===== config.mk =====
export PLATFORM = sky130hd
export DESIGN_NAME = data_mem_flat
export DESIGN_NICKNAME = d
export VERILOG_FILES = /design/src/rtl/data_mem_pkg.sv /design/src/rtl/data_mem_if.sv /design/src/rtl/data_mem.sv /design/src/flat_wrapper.sv
export SDC_FILE = /design/constraint.sdc
export NUM_CORES = 2
export LEC_CHECK = 0
export BUFFER_PORTS_ARGS = -buffer_cell sky130_fd_sc_hd__buf_2
export CAP_MARGIN = 10
export CORE_MARGIN = 10
export CORE_UTILIZATION = 45
export DETAILED_ROUTE_END_ITERATION = 10
export PLACE_DENSITY = 0.69
export SYNTH_ARGS = -nofsm -noshare
export SYNTH_HDL_FRONTEND = slang
export SYNTH_SLANG_ARGS = --single-unit

===== constraint.sdc =====
create_clock -name Clk -period 1.85 [get_ports Clk]
set_input_delay 0.0925 -clock Clk [delete_from_list [all_inputs] [get_ports Clk]]
set_output_delay 0.0925 -clock Clk [all_outputs]
set_load 0.1 [all_outputs]

===== src/rtl/data_mem_pkg.sv =====
// Shared processor datapath constants and types: byte-wide data, 8-bit
// addresses, and the derived memory depth.
package data_mem_pkg;

  localparam int DATA_W = 8;
  localparam int ADDR_W = 8;
  localparam int DEPTH  = 2 ** ADDR_W;

  typedef logic [DATA_W-1:0] byte_t;
  typedef logic [ADDR_W-1:0] addr_t;

endpackage


===== src/rtl/data_mem_if.sv =====
// MEM-stage data memory bus: write/read enables, a shared address, write data
// and read data.
interface data_mem_if;
  import data_mem_pkg::*;

  logic  WE;
  logic  RE;
  addr_t A;
  byte_t WD;
  byte_t RD;

  modport master (output WE, output RE, output A, output WD, input RD);
  modport slave  (input WE, input RE, input A, input WD, output RD);

endinterface


===== src/rtl/data_mem.sv =====
// 256 x 8 register-based data memory with a synchronous write port and a
// combinational read port gated by the read enable.
module data_mem
  import data_mem_pkg::*;
#(
  parameter int DATA_W = data_mem_pkg::DATA_W,
  parameter int ADDR_W = data_mem_pkg::ADDR_W,
  parameter int DEPTH  = 2 ** ADDR_W
) (
  input logic       Clk,
  input logic       Rst,
  data_mem_if.slave bus
);

  logic [DATA_W-1:0] mem [DEPTH];

  // Reset wipes every location and takes priority over a write on the same edge.
  always_ff @(posedge Clk) begin
    if (!Rst) begin
      mem <= '{default: '0};
    end else if (bus.WE) begin
      mem[bus.A] <= bus.WD;
    end
  end

  // Read-before-write: a same-cycle write only becomes visible after the edge.
  assign bus.RD = bus.RE ? mem[bus.A] : '0;

endmodule


===== src/flat_wrapper.sv =====
// flat-port wrapper written by rule: the top's interface ports become plain ports
module data_mem_flat import data_mem_pkg::*;
#(
  parameter int DATA_W = data_mem_pkg::DATA_W,
  parameter int ADDR_W = data_mem_pkg::ADDR_W,
  parameter int DEPTH  = 2 ** ADDR_W
)
  (Clk, Rst, bus_WE, bus_RE, bus_A, bus_WD, bus_RD);
  data_mem_if bus_i ();
  input logic Clk;
  input logic Rst;
  input wire logic [$bits(bus_i.WE)-1:0] bus_WE;
  input wire logic [$bits(bus_i.RE)-1:0] bus_RE;
  input wire logic [$bits(bus_i.A)-1:0] bus_A;
  input wire logic [$bits(bus_i.WD)-1:0] bus_WD;
  output wire logic [$bits(bus_i.RD)-1:0] bus_RD;
  assign bus_i.WE = bus_WE;
  assign bus_i.RE = bus_RE;
  assign bus_i.A = bus_A;
  assign bus_i.WD = bus_WD;
  assign bus_RD = bus_i.RD;
  data_mem #(.DATA_W(DATA_W), .ADDR_W(ADDR_W), .DEPTH(DEPTH)) u_core (.Clk(Clk), .Rst(Rst), .bus(bus_i));
endmodule

==> flow_summary.ini <==
[floorplanning]
dieWidth_um = 478
die_h_um = 478
core_area_um2 = 209000
die_area_um2 = 229000
initial_core_util_pct = 45.1
fp-row-count = 168
design.portCount = 28

[sta]
timing.final.crit_share_pct = 183
tightest_slew_ns = 0.831
fin_skew_ns = 0
fin_ws_ns = -1.54
final_critical_delay_including_setup_and_external_delays_ns = 3.39
timing.final.hold_violations = 0
achievable-frequency_ghz = 0.295
whs_ns = 0.0376
final-max-slew-violation-count = 0
setup_violations = 8
grt_setup_unrepaired = yes
relSlewSlack_pct = 44.4
fin_tns_setup_ns = -11.33

[power_and_ir_drop]
power.switching_fraction_pct = 24.2
power.leakage_uw = 0.0377
power.switching_uw = 23400
internal_power_summed_over_all_cells_uw = 73000
power.density_nw_per_um2 = 844
p_clk_share_pct = 46.6
worst_ir_drop_vdd_v = 0.000913
sequential_power_share_pct = 45.9
pwr-share-comb_pct = 7.5

[routing]
detail_route.wl_per_cell_um = 23.1
route.antenna.remaining_nets = 0
first_pass_iters = 6
vias_per_cell = 5.82
num_vias = 83788
drcViolationCount = 0
initialDrtViolationCount = 8678
detail_route.wirelength_um = 332000

[yosys]
synth.yosys.warnings = 0
postSynthAreaPerCell_um2 = 8.67
synth_top_cell_area_share_pct = 43.4
largest_family_of_logic_cells_by_synthesized_area = simple AND/OR/NAND/NOR gates
netlist-cell-type-count = 63
yosys-mux-area-fraction_pct = 12.5
mappedNetlistArea_um2 = 94400
post_synth_main_area_contributors = sky130_fd_sc_hd__dfxtp_1 (43%), sky130_fd_sc_hd__nand2_1 (17%), sky130_fd_sc_hd__a21boi_0 (15%)
synth-compound-area-share_pct = 19.0
yosys.area_share.simple_pct = 21.3
postSynthRegisterBits = 2048
post-synth-top-count-cell = sky130_fd_sc_hd__nand2_1
netlist.top_cell.by_area = sky130_fd_sc_hd__dfxtp_1
synth-edff-count = 0
synthFlopType = sky130_fd_sc_hd__dfxtp_1
synthXorXnorAreaFrac_pct = 0
synthesis.instances = 10891
async_flop_share_pct = 0
synth_commonest_cells = sky130_fd_sc_hd__nand2_1 (4300), sky130_fd_sc_hd__dfxtp_1 (2048), sky130_fd_sc_hd__a21boi_0 (1911)
post_synth_fa_ha_maj_area_fraction_pct = 0
syn-num-nets = 10911
synth-seq-area-share_pct = 43.4

[clock_network]
cts_tree = yes
tritoncts_num_sinks = 2048
insertion_delay_ns = 0.87
cts_htree_levels = 4
tritoncts.num_buffers = 212
clk_path_buf_depth = 3
cts-root-buf = sky130_fd_sc_hd__clkbuf_16
cts.clk_slew.worst_paths_ns = 0.06

[setup_path]
crit_buf_inv = 2
worstSetupEndpointType = output port
worst_path_cell_trace = mux4_2 > mux2i_1 > o211ai_1 > a31oi_4 > buf_4 > a211oi_4 > buf_12
critical_path_type = reg -> out
cp-start-kind = flip-flop
arrival_ns = 3.30
critical_path.max_fanout = 2
critPathSlowestCell = sky130_fd_sc_hd__a211oi_4
cp_max_stage_delay_ns = 0.52
worst_path_dominant_cell_family = compound AO/OA/AOI/OAI gates
cp_data_required_time_ns = 1.76

[placed_design]
detailed_place.area_um2 = 106000
final_weighted_congestion_of_routability_driven_global_placement = 0.979
dp_hpwl_um = 231000
buffer_ports.inserted = 27

[grt]
grt_max_degree = 151
grtUsageTotal_pct = 27.9
grt_pass1_wl_um = 501000
antenna_found_initial = 14
globalRoute.totalOverflow = 0
number_of_global_route_vias_before_repair = 82223

[layout]
layout.cell_area.non_filler_um2 = 114000
final-seq-area_um2 = 41100
reg_top3 = u_core.mem x2048
final_net_count = 11433
largest_register_ffs = 2048
fill_cells = 18115
drive_above_1_share_pct = 19.0
syn2layout_area_growth_pct = 20.9
postLayoutCoreUtil_pct = 54.6
multi_input_area_um2 = 50900
max_flop_register = u_core.mem

[outcome]
status = finished, violations left
failing_checks = setup timing

[flow_run]
drv.max_cap_violation_count = 0

[min_path]
worst_hold_path_type = in -> reg
## cell usage in the layout, fill, tap and decap left out, types with 16 or more instances in the layout
master,instances
sky130_fd_sc_hd__nor2b_1,22
sky130_fd_sc_hd__clkbuf_16,214
sky130_fd_sc_hd__nand2_1,4293
sky130_fd_sc_hd__dfxtp_2,58
sky130_fd_sc_hd__mux2i_1,295
sky130_fd_sc_hd__buf_4,765
sky130_fd_sc_hd__dfxtp_1,1987
sky130_fd_sc_hd__clkbuf_1,29
sky130_fd_sc_hd__o22ai_1,62
sky130_fd_sc_hd__a21oi_1,42
sky130_fd_sc_hd__a21boi_1,129
sky130_fd_sc_hd__mux2_2,16
sky130_fd_sc_hd__bufinv_16,19
sky130_fd_sc_hd__a22oi_2,19
sky130_fd_sc_hd__a21boi_0,1911
sky130_fd_sc_hd__nor2_2,65
sky130_fd_sc_hd__o21ai_0,22
sky130_fd_sc_hd__nand2_2,48
sky130_fd_sc_hd__a22o_1,16
sky130_fd_sc_hd__clkinv_2,52
sky130_fd_sc_hd__a211oi_1,26
sky130_fd_sc_hd__nor2_4,94
sky130_fd_sc_hd__o211ai_1,28
sky130_fd_sc_hd__clkbuf_8,54
sky130_fd_sc_hd__buf_12,262
sky130_fd_sc_hd__a22oi_1,92
sky130_fd_sc_hd__nor3_2,16
sky130_fd_sc_hd__nand3_1,190
sky130_fd_sc_hd__nor2_1,149
sky130_fd_sc_hd__mux4_2,374
## stage by stage
step                      worst slack (ns)  instances  power, µW
after global placement               -1.72      13989      52000
after detailed placement             -1.70      13990      52000
after CTS                            -1.52      14391      96400
after global routing                 -1.51      14399      98500
after floorplan                     -0.840      10891      48900
final                                -1.54      14402      96300
## what timing repair did
item	CTS	global route
endpoints found under the setup margin	448	41
gates resized for setup	168	47
endpoints found under the hold margin	2001	0
gates cloned	0	0
pin swaps	72	13
hold buffers	9	0
buffers inserted	17	0
## kinds of logic after synthesis
kind of cell	Yosys count
and+or+nand+nor	4968
AOI/OAI and AO/OA	2415
DFF	2048
buffers and inverters	754
muxes	706
## cell type report
type	count	area share, %
Clock inverter	90	0.981
Multi-Input combinational cell	8089	44.5
Antenna cell	11	0.0241
Tap cell	2805	3.07
Inverter	4	0.0153
Timing Repair Buffer	1058	9.93
Sequential cell	2048	36.0
Clock buffer	297	5.44
## path summary, 6_finish.rpt
check                                 from                       endpoint  slack (ns)  cells after the start
max          u_core.mem[1486]$_SDFFE_PN0P_                      bus_RD[6]       -1.54                      7
max reg2reg   u_core.mem[510]$_SDFFE_PN0P_   u_core.mem[510]$_SDFFE_PN0P_        1.00                      3
min reg2reg   u_core.mem[463]$_SDFFE_PN0P_   u_core.mem[463]$_SDFFE_PN0P_        0.45                      2
min                               bus_A[5]  u_core.mem[1576]$_SDFFE_PN0P_        0.04                      6
## tightest hold or removal path: stages
cell                       delay [ns]
sky130_fd_sc_hd__buf_2           0.19
sky130_fd_sc_hd__nand3_1         0.15
sky130_fd_sc_hd__buf_12          0.16
sky130_fd_sc_hd__nor2_2          0.11
sky130_fd_sc_hd__nand2_1         0.08
sky130_fd_sc_hd__a21boi_0        0.07
## power by group through the flow
stage          Clock, µW  Sequential (µW)  Combinational [µW]
2_1_floorplan          0            45100                3740
3_3_place_gp           0            45200                6810
3_5_place_dp           0            45200                6860
4_1_cts            45200            44200                7020
5_1_grt            46900            44200                7390
6_report           44900            44200                7210
## per-layer routing
| layer | routed length (µm) | track usage (%) | vias up |
|---|---|---|---|
| met5 | 67 | 0.0840 | - |
| li1 | - | - | 37966 |
| met4 | 21900 | 16.5 | 8 |
| met3 | 31800 | 6.21 | 1016 |
| met2 | 148000 | 43.7 | 4097 |
| met1 | 130000 | 35.1 | 40701 |
(Power assumes the default switching activity.)
